===== config.mk =====
export PLATFORM = sky130hd
export DESIGN_NAME = dmem_arbiter
export DESIGN_NICKNAME = d
export VERILOG_FILES = /design/src/rtl/dmem_arbiter.sv
export SDC_FILE = /design/constraint.sdc
export NUM_CORES = 1
export LEC_CHECK = 0
export CORE_AREA = 2 2 117 119
export DETAILED_ROUTE_END_ITERATION = 10
export DIE_AREA = 0 0 119 121
export PLACE_DENSITY_LB_ADDON = 0.12
export SYNTH_ARGS = -nofsm -noshare
export SYNTH_HDL_FRONTEND = slang
export SYNTH_SLANG_ARGS = --single-unit
export TNS_END_PERCENT = 5

===== constraint.sdc =====
create_clock -name clk_i -period 2.5 [get_ports clk_i]
set_clock_uncertainty 0.1 [all_clocks]
set_input_delay 0.375 -clock clk_i [delete_from_list [all_inputs] [get_ports clk_i]]
set_output_delay 0.375 -clock clk_i [all_outputs]
set_load 0.1 [all_outputs]

===== src/rtl/dmem_arbiter.sv =====
// Data-memory arbiter: CPU load/store port has priority, host/debug port gets a
// guaranteed slot via a saturating starvation counter and a req/ack handshake.
module dmem_arbiter #(
    parameter int STARVE_LIMIT = 8
) (
    input  logic        clk_i,
    input  logic        reset_i,
    input  logic        cpu_req_i,
    input  logic        cpu_we_i,
    input  logic        cpu_be_i,
    input  logic [31:0] cpu_adr_i,
    input  logic [31:0] cpu_wdata_i,
    output logic [31:0] cpu_rdata_o,
    output logic        cpu_stall_o,
    input  logic        host_req_i,
    input  logic        host_we_i,
    input  logic        host_be_i,
    input  logic [31:0] host_adr_i,
    input  logic [31:0] host_wdata_i,
    output logic [31:0] host_rdata_o,
    output logic        host_ack_o,
    output logic        mem_we_o,
    output logic        mem_be_o,
    output logic [31:0] mem_adr_o,
    output logic [31:0] mem_wdata_o,
    input  logic [31:0] mem_rdata_i
);

    localparam logic [7:0] LIMIT = 8'(STARVE_LIMIT);

    typedef enum logic [1:0] {
        IDLE = 2'd0,
        HOST = 2'd1,
        ACK  = 2'd2
    } state_t;

    state_t      state_q;
    logic [7:0]  starve_cnt_q;
    logic        host_ack_q;
    logic [31:0] host_rdata_q;

    logic starved;
    logic forced;
    logic grant;

    assign starved = (starve_cnt_q == LIMIT);
    assign grant   = (state_q == IDLE) && host_req_i && (!cpu_req_i || starved);
    // A forced grant steals the memory from an active CPU access this cycle.
    assign forced  = grant && cpu_req_i;

    always_comb begin
        mem_be_o    = cpu_be_i;
        mem_adr_o   = cpu_adr_i;
        mem_wdata_o = cpu_wdata_i;
        mem_we_o    = cpu_req_i && cpu_we_i && !forced;
        cpu_stall_o = forced;
        if (state_q == HOST) begin
            mem_be_o    = host_be_i;
            mem_adr_o   = host_adr_i;
            mem_wdata_o = host_wdata_i;
            mem_we_o    = host_we_i;
            cpu_stall_o = cpu_req_i;
        end
        if (reset_i) begin
            mem_we_o    = 1'b0;
            cpu_stall_o = 1'b0;
        end
    end

    always_ff @(posedge clk_i) begin
        if (reset_i) begin
            state_q      <= IDLE;
            starve_cnt_q <= '0;
            host_ack_q   <= 1'b0;
            host_rdata_q <= '0;
        end else begin
            unique case (state_q)
                IDLE: begin
                    host_ack_q <= 1'b0;
                    if (grant) begin
                        state_q      <= HOST;
                        starve_cnt_q <= '0;
                    end else if (host_req_i && cpu_req_i && !starved) begin
                        starve_cnt_q <= starve_cnt_q + 8'd1;
                    end
                end
                HOST: begin
                    if (!host_we_i) host_rdata_q <= mem_rdata_i;
                    host_ack_q <= 1'b1;
                    state_q    <= ACK;
                end
                ACK: begin
                    host_ack_q <= 1'b0;
                    state_q    <= IDLE;
                end
                default: begin
                    host_ack_q <= 1'b0;
                    state_q    <= IDLE;
                end
            endcase
        end
    end

    assign cpu_rdata_o  = mem_rdata_i;
    assign host_rdata_o = host_rdata_q;
    assign host_ack_o   = host_ack_q;

endmodule


# Yosys cells after proc, flatten, opt, wreduce, memory -nomap -nowiden
# Cells that the tools add are included.
word_totals:
  rom_bits: 0
  output_inout_bits: 132
  memories: 0
  wordCells: 36
  mem_bits_rw: 0
  inputBits: 168
  latchBits: 0
  reg_bits: 43
op_classes:
  shifts: 0
  addsub: 1
  div: 0
  n_reduce_logical: 15
  eq_ne: 3
  mul: 0
  bitwise_logic: 1
  magnitude_cmp: 0
  n_mux: 12
ops:
  columns: ["operator", "count"]
  rows:
  - ["32-bit two-way mux", 2]
  - ["8-bit two-way mux", 2]
  - ["8-bit by 1-bit adder with 8-bit output (second input constant)", 1]
  - ["8-bit by 4-bit == test with 1-bit output (second input constant)", 1]
  - ["1-bit logical AND", 7]
  - ["1-bit two-way mux", 6]
  - ["2-bit case mux with 2 select lines", 1]
  - ["2-bit AND reduction", 2]
  - ["1-bit logical NOT", 3]
  - ["2-bit by 1-bit == test with 1-bit output (second input constant)", 1]
  - ["2-bit logical NOT", 1]
  - ["2-bit two-way mux", 1]
  - ["2-bit != test (second input constant)", 1]
  - ["2-bit nonzero test", 1]
  - ["1-bit logical OR", 1]
  - ["1-bit inverter", 1]

# Logic depth before layout (Yosys ltp)
depth:
  ltp_word: 8
  depth_mapped: 6
  mapped_depth_nobuf: 6

# Worst setup path before layout
# OpenSTA, ideal clock, no wires.
synth_path:
  path_kind: "register to output"
  startpoint: "register starve_cnt_q[0]"
  endpoint: "output port cpu_stall_o"
  t_required_ps: 2025
  slack_ps: -480
  path_stages_with_launch: 7
  arrival_ps: 2505
  path_cell_list: "dfxtp_1 inv_1 ha_1 nor4b_2 a21boi_1 nand2b_1 a21oi_1"
synth_via:
  elab_chain_cells: 6
synth_rtl:
  columns: ["element", "line", "source"]
  rows:
  - ["start, declared", "38", "logic [7:0] starve_cnt_q;"]
  - ["start signal, assigned", "84", "starve_cnt_q <= starve_cnt_q + 8'd1;"]
  - ["8-bit by 4-bit == test with 1-bit output", "46", "assign starved = (starve_cnt_q == LIMIT);"]
  - ["1-bit logical OR", "47", "assign grant = (state_q == IDLE) && host_req_i && (!cpu_req_i || starved);"]
  - ["1-bit logical AND", "47", null]
  - ["1-bit logical AND", "49", "assign forced = grant && cpu_req_i;"]
  - ["1-bit two-way mux", "57", "if (state_q == HOST) begin"]
  - ["1-bit two-way mux", "64", "if (reset_i) begin"]
  - ["end, declared", "14", "output logic cpu_stall_o,"]
# Every way passes these cells.

# Final worst setup path
# Same ends and word-level chain as after synthesis.

==> run metrics <==
antenna violations before repair=0; register clock-pin slew on the reported worst setup and hold paths=0.06 ns; TritonCTS clock tree=yes; peak supply drop=0.000210 V; Final Hold Fails=0; Synth Area in Simple Gates=44.2%; DRC=0; grt ovf=0; PwrDens=around 510 nW/um^2; Synth async-reset ratio=0%; CP max stage cell=dfxtp_1; largest delay contributor family on the critical path=simple AND/OR/NAND/NOR gates; vias per inst=roughly 4.1; Crit Path Category=reg2out; Yosys top cell by area=nand2_1; CTS Buffer Depth=2; Mapped Cells=about 450; Layout Area Growth over Synthesis=150%; vias in the first global route=~3600; CP Cell Sequence=inv_1 > ha_1 > nor4b_2 > a21boi_1 > nand2b_1 > a21oi_2 > buf_12; EDFF count, synth=0; DR iter-0 viols=about 150; largest net degree at the start of global routing=67; routability congestion estimate=slightly above 0.8; hold slack=about 0.36 ns; Worst Path Buf+Inv=2; largest family of logic cells by synthesized area=simple AND/OR/NAND/NOR gates; Num CTS Buffers=5; vias=roughly 3600; clock latency on the worst-skew pair=about 0.28 ns; Post-synth top flop=dfxtp_1; PnR worst setup slack=~0.17 ns; input/output buffers=~300; final wirelength=12.9 mm; # clock sinks=between 40 and 50; Yosys warning count=0; multiplexer share of the synthesized area=0%; Core Area=between 10000 and 15000 um^2; reg2reg setup slack=between 0.6 and 0.7 ns; Post-DRT Antenna Nets=0; worst slew pin tran=around 0.7 ns; startpoint class of the critical path=flip-flop; post-route minimum period=between 2 and 2.5 ns; most frequent cell after synthesis=nand2_1; Synth Area in XOR/XNOR=1.94%; fin. max-slew vios=0; worst min path class=reg2reg; Netlist cell types=24; max cap viols=0; Initial Utilization=20.7%; area share of the largest cell type after synthesis=37.0%; row count=42; Post-CTS Setup Repair Bufs=0; drt wl/cell=~15 um; DP Wirelength=~11 mm; Post-CTS Hold Fix Bufs=0; Setup TNS Final=0 ns; leakage=between 2 and 3 nW; H-tree levels=2; Initial DRT Pass Iterations=4; post-synthesis sequential area ratio=between 30% and 40%; root buffer cell=clkbuf_16; register area=about 860 um^2; CP endpoint kind=output pin; Synth area leaders=nand2_1 (37%), dfxtp_1 (32%), buf_4 (10%); Final setup viols=0; mapped cell area=approximately 2700 um^2; number of fill cells=about 1200; Worst path max stage delay=approximately 0.33 ns; die area=~14000 um^2; fmax=between 400 and 500 MHz; period utilization=between 90 and 100%; unrepaired setup endpoints after global routing=no; Final Power=about 3.4 mW; post-synthesis compound-gate area fraction=between 7 and 8%; pre-CTS WS=about 0.31 ns; first-pass GRT wire length=19.3 mm; n_diodes=0; post-synthesis adder-cell area fraction=less than 1%; die width=between 100 and 150 um; I/O pin count=300; Syn Area/Cell=6.08 um^2; total track usage=17.2%; Final #Nets=871; Multi-input gate area=around 1500 um^2; Crit Path Max Fanout=4; Slew headroom=a little over half; syn nets=roughly 620; die height=about 120 um; share of cells above drive strength 1=a little over a fifth; Critical Path RT=2.03 ns; top cells by count, synth=nand2_1 (267), dfxtp_1 (43), buf_4 (37), a21oi_1 (36), nor2_1 (14); Yosys reg bits=between 40 and 50; CTS resizes=0; Worst Path Arrival=about 1.9 ns; status=finished clean
[sequential cells by signal, indices dropped and copies added (netlist names)]
register	flops
starve_cnt_q	8
host_rdata_o	32
state_q	2
host_ack_o	1
[worst register-to-register path, stage by stage, from the launching register on]
cell and delay (ns):
dfxtp_1 0.37, nand2b_2 0.41, nor2_4 0.63, nand2_1 0.15
a21oi_1 0.16
[cells in the final DEF (no fill, tap or decap), drive strengths merged]
master         instances
nand2                267
clkdlybuf4s50        167
buf                  139
dfxtp                 43
a21oi                 36
nor2                  15
clkbuf                 6
xnor2                  4
nand2b                 4
inv                    2
nand4                  2
nor3                   2
xor2                   2
ha                     2
bufinv                 2
nor3b                  2
nor2b                  1
nor4b                  1
nand3                  1
a21boi                 1
o21bai                 1
nand4bb                1
or3                    1
[per-stage QoR]
step / cells / utilization [%] / cell area [um^2]
after floorplan: 445 / - / 2710
after global placement: 870 / 50.2 / 6560
after detailed placement: 870 / 50.2 / 6560
after CTS: 878 / 51.6 / 6750
after global routing: 878 / 51.6 / 6750
final: 878 / 51.6 / 6750
[where the power goes]
group / leakage (nW) / switching [mW] / internal (mW)
clock network: 0.0911 / 0.254 / 0.572
registers: 0.348 / 0.00919 / 0.699
logic: 2.53 / 1.18 / 0.720
total: 2.97 / 1.44 / 1.99
[worst paths after layout]
| path | startpoint | endpoint | depth (start not counted) |
|---|---|---|---|
| max | starve_cnt_q[0] | cpu_stall_o | 7 |
| min | host_rdata_o[20] | host_rdata_o[20] | 2 |
| max reg2reg | state_q[1] | host_rdata_o[1] | 4 |
| min reg2reg | host_rdata_o[20] | host_rdata_o[20] | 2 |
[per-layer routing]
layer	vias up	GRT usage, %	routed length [um]
li1	1846	-	-
met4	0	4.02	122
met5	-	0	0
met2	169	33.9	7000
met1	1560	15.9	4150
met3	7	8.13	1590
[area by class of cell]
class / count / share of cell area (%)
repair buffers: 306 / 59.1
flip-flops and latches: 43 / 12.7
multi-input cells: 343 / 22.0
well taps: 176 / 3.26
clock inverters: 2 / 0.889
clock buffers: 6 / 1.91
inverters: 2 / 0.111
[kinds of logic (layout without fill, tap and decap cells)]
logic type	Yosys count	count (layout)
DFF	43	43
adders and majority gates	2	2
buffers and inverters	59	316
AOI/OAI and AO/OA	38	38
and+or+nand+nor	297	297
xor gates and xnor gates	6	6
Power figures use the tool's default switching activity.
==> patch 1, RTL diff (same settings) <==
Encoding of `state_t`: now one-hot (3 bits for 3 states).
--- a/src/rtl/dmem_arbiter.sv
+++ b/src/rtl/dmem_arbiter.sv
@@ -28,10 +28,10 @@
 
     localparam logic [7:0] LIMIT = 8'(STARVE_LIMIT);
 
-    typedef enum logic [1:0] {
-        IDLE = 2'd0,
-        HOST = 2'd1,
-        ACK  = 2'd2
+    typedef enum logic [2:0] {
+        IDLE = 3'b001,
+        HOST = 3'b010,
+        ACK  = 3'b100
     } state_t;
 
     state_t      state_q;
Function: no difference found for any inputs over 10 cycles, from zero or initial values and one cycle with reset_i high; not proved beyond that.
==> patch 1 against the original RTL <==
- area after synthesis up 0.32%
- total power down 14%
- routed wire length grew 7.0%
- largest power group unchanged
- setup slack worse by 24 ps
- via count up 2.2%
- critical endpoint unchanged
- design area is 0.41% lower
- final cell count did not move
- sequential cell count is 1 higher
- critical path type is now in2out
==> patch 1: results (changes against the original RTL) <==
Global route
  – First-pass GRT wire length: 20.62 mm (was 19.33 mm)
  – Vias in the first global route: 3,572 (was 3,570)
  – GRT Total Usage: 0.1835 (was 0.1720)
  – Initial antenna violation count: 0 (unchanged)
  – Largest net degree at the start of global routing: 68 (was 67)

Logic synthesis
  – Syn Nets: 614 (was 615)
  – Synth Area in XOR/XNOR: 0.01935 (was 0.01942)
  – Most common flop cell mapped by yosys: dfxtp_1 (unchanged)
  – Mux cell area share after synthesis: 0 (unchanged)
  – Syn. warnings: 0 (unchanged)
  – Synth area leaders: nand2_1 (37%), dfxtp_1 (32%), buf_4 (8.8%), a21oi_1 (6.6%), clkbuf_1 (2.2%) (was nand2_1 (37%), dfxtp_1 (32%), buf_4 (10%), a21oi_1 (6.7%), nor2_1 (1.9%))
  – Unique masters post-synth: 24 (unchanged)
  – Post-synthesis sequential area ratio: 0.3244 (was 0.3181)
  – Synth Area in Adders: 0.009217 (was 0.009246)
  – Ys async rst share: 0 (unchanged)
  – Post-synthesis compound-gate area fraction: 0.07604 (was 0.07351)
  – List of most frequent post-synthesis cells: nand2_1 (266), dfxtp_1 (44), a21oi_1 (36) (was nand2_1 (267), dfxtp_1 (43), buf_4 (37))

Power
  – Worst VDD drop: 0.0003991 V (was 0.0002105 V)
  – Leakage: 0.002979 uW (was 0.002972 uW)

CTS
  – CTS max path bufs: 2 (unchanged)
  – Root buffer cell: clkbuf_16 (unchanged)
  – Clock transition at path regs: 60 ps (about the same)
  – Setup Buffers After CTS: 0 (unchanged)
  – TritonCTS Buffers: 5 (unchanged)
  – Clock Latency Late Sink: 280 ps (about the same)
  – H-Tree Level Count: 2 (unchanged)

Critical path
  – Slowest stage delay, CP: 480 ps (was 330 ps)
  – Slowest CP cell: clkdlybuf4s50_1 (was dfxtp_1)
  – WP data arrival: 1880 ps (was 1860 ps)
  – Worst-path fanout max: 10 (was 4)

Place
  – Final Wtd Congestion: 0.8851 (was 0.8067)
  – IO buf count: 299 (unchanged)
  – Setup Slack @ Placement: 154.0 ps (was 311.6 ps)
  – Dpl hpwl: 10.96 mm (was 11.04 mm)

Detailed routing
  – DRT iter0 DRCs: 153 (was 151)
  – First-pass DRT Iterations: 6 (was 4)
  – Vias per cell: 4.171 (was 4.080)
  – Routed wire length per instance: 15.67 um (was 14.65 um)

Worst hold path
  – Hold WC Path Type: reg2reg (unchanged)

Flow run
  – Max Cap Viol: 0 (unchanged)

Finish
  – Final #Nets: 870 (was 871)
  – FILL cells: 1,239 (was 1,219)
  – Share of layout cells above drive strength 1: 0.2197 (was 0.2194)
  – Max FFs per register: 32 (unchanged)

Outcome
  – Status: completed (unchanged)

STA
  – Worst-Margin Slew: 453.3 ps (was 702.0 ps)
patch 1: changes by cell type after synthesis, sizes merged, moves of 2 or more:
cell,delta
nand4,+3
and3,+2
clkbuf,+6
nor3,-2
nor2,-5
xnor2,-4
buf,-5
xor2,+4
patch 1: cells by family after synthesis:
kind of cell / count (synthesis)
simple gates: 293
buf+inv: 60
flops: 44
compound gates: 39
xor+xnor: 6
fa+ha+maj: 2
patch 1: path summary, 6_finish.rpt:
kind / cells after the start / endpoint / startpoint / slack (ps)
max: 6 / cpu_stall_o / host_req_i / 140
min: 2 / host_rdata_o[30] / host_rdata_o[30] / 350
max reg2reg: 5 / host_rdata_o[25] / state_q[2] / 490
min reg2reg: 2 / host_rdata_o[30] / host_rdata_o[30] / 350
patch 1: cell type report:
class,instances,area [um^2],area share
clock inverters,3,42.54,0.006326
repair buffers,307,3974,0.5909
multi-input cells,340,1473,0.2190
clock buffers,5,125.1,0.01860
flip-flops and latches,44,880.8,0.1310
inverters,2,7.507,0.001116
diodes,1,2.502,0.0003721
well taps,176,220.2,0.03274
patch 1: critical path: cells and delay by family:
kind / cells / cell delay (ps)
AO/OA/AOI/OAI: 1 / 200
buffers and inverters: 3 / 890
AND/OR/NAND/NOR: 2 / 410
patch 1: routing by layer:
| metal | share of wire | vias up | GRT usage | wire length (um) |
|---|---|---|---|---|
| met5 | 0 | - | 0 | 0 |
| met4 | 0.022 | 0 | 0.06250 | 304 |
| met3 | 0.091 | 16 | 0.06391 | 1255 |
| met2 | 0.49 | 180 | 0.3111 | 6761 |
| met1 | 0.40 | 1611 | 0.2156 | 5440 |
| li1 | - | 1855 | - | - |
patch 1: stage by stage:
step                      hold WS, ps  cell area (um^2)  total power, uW  cells
final                           353.0              6725             2951    878
after global routing            382.2              6723             3053    877
after CTS                       357.1              6723             2992    877
after detailed placement        347.9              6549             2228    869
after global placement          343.1              6549             2221    869
after floorplan                 357.7              2719             1535    444
patch 1: where the power goes:
group	internal [uW]	switching, uW
Sequential	706	4.12
Combinational	606	892
Clock	469	274
patch 1: timing repair:
item                                    CTS  global route
gates resized for setup                   1             0
endpoints found under the setup margin    1             0
hold buffers                              0             0
==> patch 2, RTL diff (config.mk and constraints unchanged) <==
Made on the original files. Change the parameter `STARVE_LIMIT` from 8 to 6.
--- a/src/rtl/dmem_arbiter.sv
+++ b/src/rtl/dmem_arbiter.sv
@@ -1,7 +1,7 @@
 // Data-memory arbiter: CPU load/store port has priority, host/debug port gets a
 // guaranteed slot via a saturating starvation counter and a req/ack handshake.
 module dmem_arbiter #(
-    parameter int STARVE_LIMIT = 8
+    parameter int STARVE_LIMIT = 6
 ) (
     input  logic        clk_i,
     input  logic        reset_i,
Check against the original RTL: not equivalent (a bounded check fails within 10 cycles, from zero or initial values and one cycle with reset_i high).
==> patch 2 against the original RTL <==
- routed wire length is 6.6% higher
- non-clock buffer count is 1 higher
- total power is 4.2% lower
- synthesized cell count is 0.67% lower
- area after synthesis is 9.9% higher
- clock power is 22% lower
- worst hold slack worse by 1.4 ps
- design area is 3.0% higher
- sequential share of layout area is 0.38 points lower
- final cell count is 0.34% lower
- setup slack worse by 10 ps
- sequential cell count stayed put
- count of clock-buffer cells in the layout stayed put
==> patch 2: results (changes against the original RTL) <==
Outcome
  – Status: completed (unchanged)

Global route
  – Global routing usage on met2: 0.3319 (was 0.3387)
  – GRT Total Usage: 0.1856 (was 0.1720)
  – First-pass GRT wire length: 20.84 mm (was 19.33 mm)
  – Largest net degree at the start of global routing: 37 (was 67)

Detailed routing
  – Routed wire length per instance: 15.66 um (was 14.65 um)
  – Vias: 3,612 (was 3,582)
  – Met2 wire len: 6.877 mm (was 7.002 mm)
  – DRT iter0 DRCs: 185 (was 151)
  – Met3 wire len: 1.383 mm (was 1.592 mm)
  – Vias per cell: 4.128 (was 4.080)
  – M1 wire length: 5.287 mm (was 4.145 mm)

Place
  – Final Wtd Congestion: 0.8249 (was 0.8067)
  – Placed Area: 6814 um^2 (was 6564 um^2)
  – Placed instance count: 868 (was 870)
  – Dpl hpwl: 11.07 mm (was 11.04 mm)
  – Setup Slack @ Placement: 316.2 ps (was 311.6 ps)

Logic synthesis
  – Syn Nets: 612 (was 615)
  – Cells after synthesis: 442 (was 445)
  – List of most frequent post-synthesis cells: nand2_1 (235), dfxtp_1 (43), buf_4 (39) (was nand2_1 (267), dfxtp_1 (43), buf_4 (37))
  – Synth area leaders: nand2_1 (30%), dfxtp_1 (29%), buf_4 (9.8%), a21oi_2 (8.8%), nand2_2 (6.3%) (was nand2_1 (37%), dfxtp_1 (32%), buf_4 (10%), a21oi_1 (6.7%), nor2_1 (1.9%))
  – Unique masters post-synth: 29 (was 24)

Power
  – Leakage: 0.003003 uW (was 0.002972 uW)

Critical path
  – Reg2Reg Depth: 6 (was 4)

Finish
  – Share of layout cells above drive strength 1: 0.3162 (was 0.2194)

Worst hold path
  – Endpoint, Worst Hold: host_rdata_o[5] (was host_rdata_o[20])
  – Worst hold start: host_rdata_o[5] (was host_rdata_o[20])

STA
  – Slew HR: 0.6153 (was 0.5309)
[patch 2: cell count changes after synthesis, moves of 2 or more]
| cell | delta |
|---|---|
| clkbuf_1 | -8 |
| buf_8 | +3 |
| buf_1 | +3 |
| a21oi_2 | +30 |
| nand2_2 | +30 |
| nand2_1 | -32 |
| a21oi_1 | -32 |
| nor3_2 | +2 |
| buf_4 | +2 |
| nor3_1 | -2 |
[patch 2: worst max-delay path, stage by stage (launching register included)]
cell,delay (ps)
dfxtp_1,410
ha_1,180
nor4b_2,300
a21boi_2,130
nand2b_1,190
a21oi_2,200
buf_12,190
[patch 2: final cells by class]
class	instances	area, um^2	area share
repair buffers	307	4019	0.5776
multi-input cells	341	1710	0.2458
flip-flops and latches	43	860.8	0.1237
well taps	176	220.2	0.03165
clock buffers	6	138.9	0.01996
clock inverters	1	5.005	0.0007193
inverters	1	3.754	0.0005395
[patch 2: cell families after synthesis]
family                   count (synthesis)  share of synthesized area
XOR/XNOR                                 7                    0.02061
adder cells (fa/ha/maj)                  2                   0.008409
buffers and inverters                   58                     0.1379
AO/OA/AOI/OAI                           37                     0.1077
flip-flops                              43                     0.2893
AND/OR/NAND/NOR                        295                     0.4361
[patch 2: how the worst max path moves through the flow]
stage                               start     endpoint  slack [ps]  cells after the start
after floorplan           starve_cnt_q[0]     mem_we_o        -380                      6
after detailed placement       host_req_i     mem_we_o         320                      6
after global routing      starve_cnt_q[1]  cpu_stall_o          30                      6
final                     starve_cnt_q[1]  cpu_stall_o         150                      6
after CTS                 starve_cnt_q[1]  cpu_stall_o         150                      6
after global placement         host_req_i     mem_we_o         350                      6
[patch 2: power groups by stage]
stage	registers (uW)	logic, uW	clock network [uW]
floorplan	803	1040	0
detailed placement	727	1940	0
finish	713	1940	642
CTS	713	1950	664
global placement	726	1940	0
global route	714	1990	700
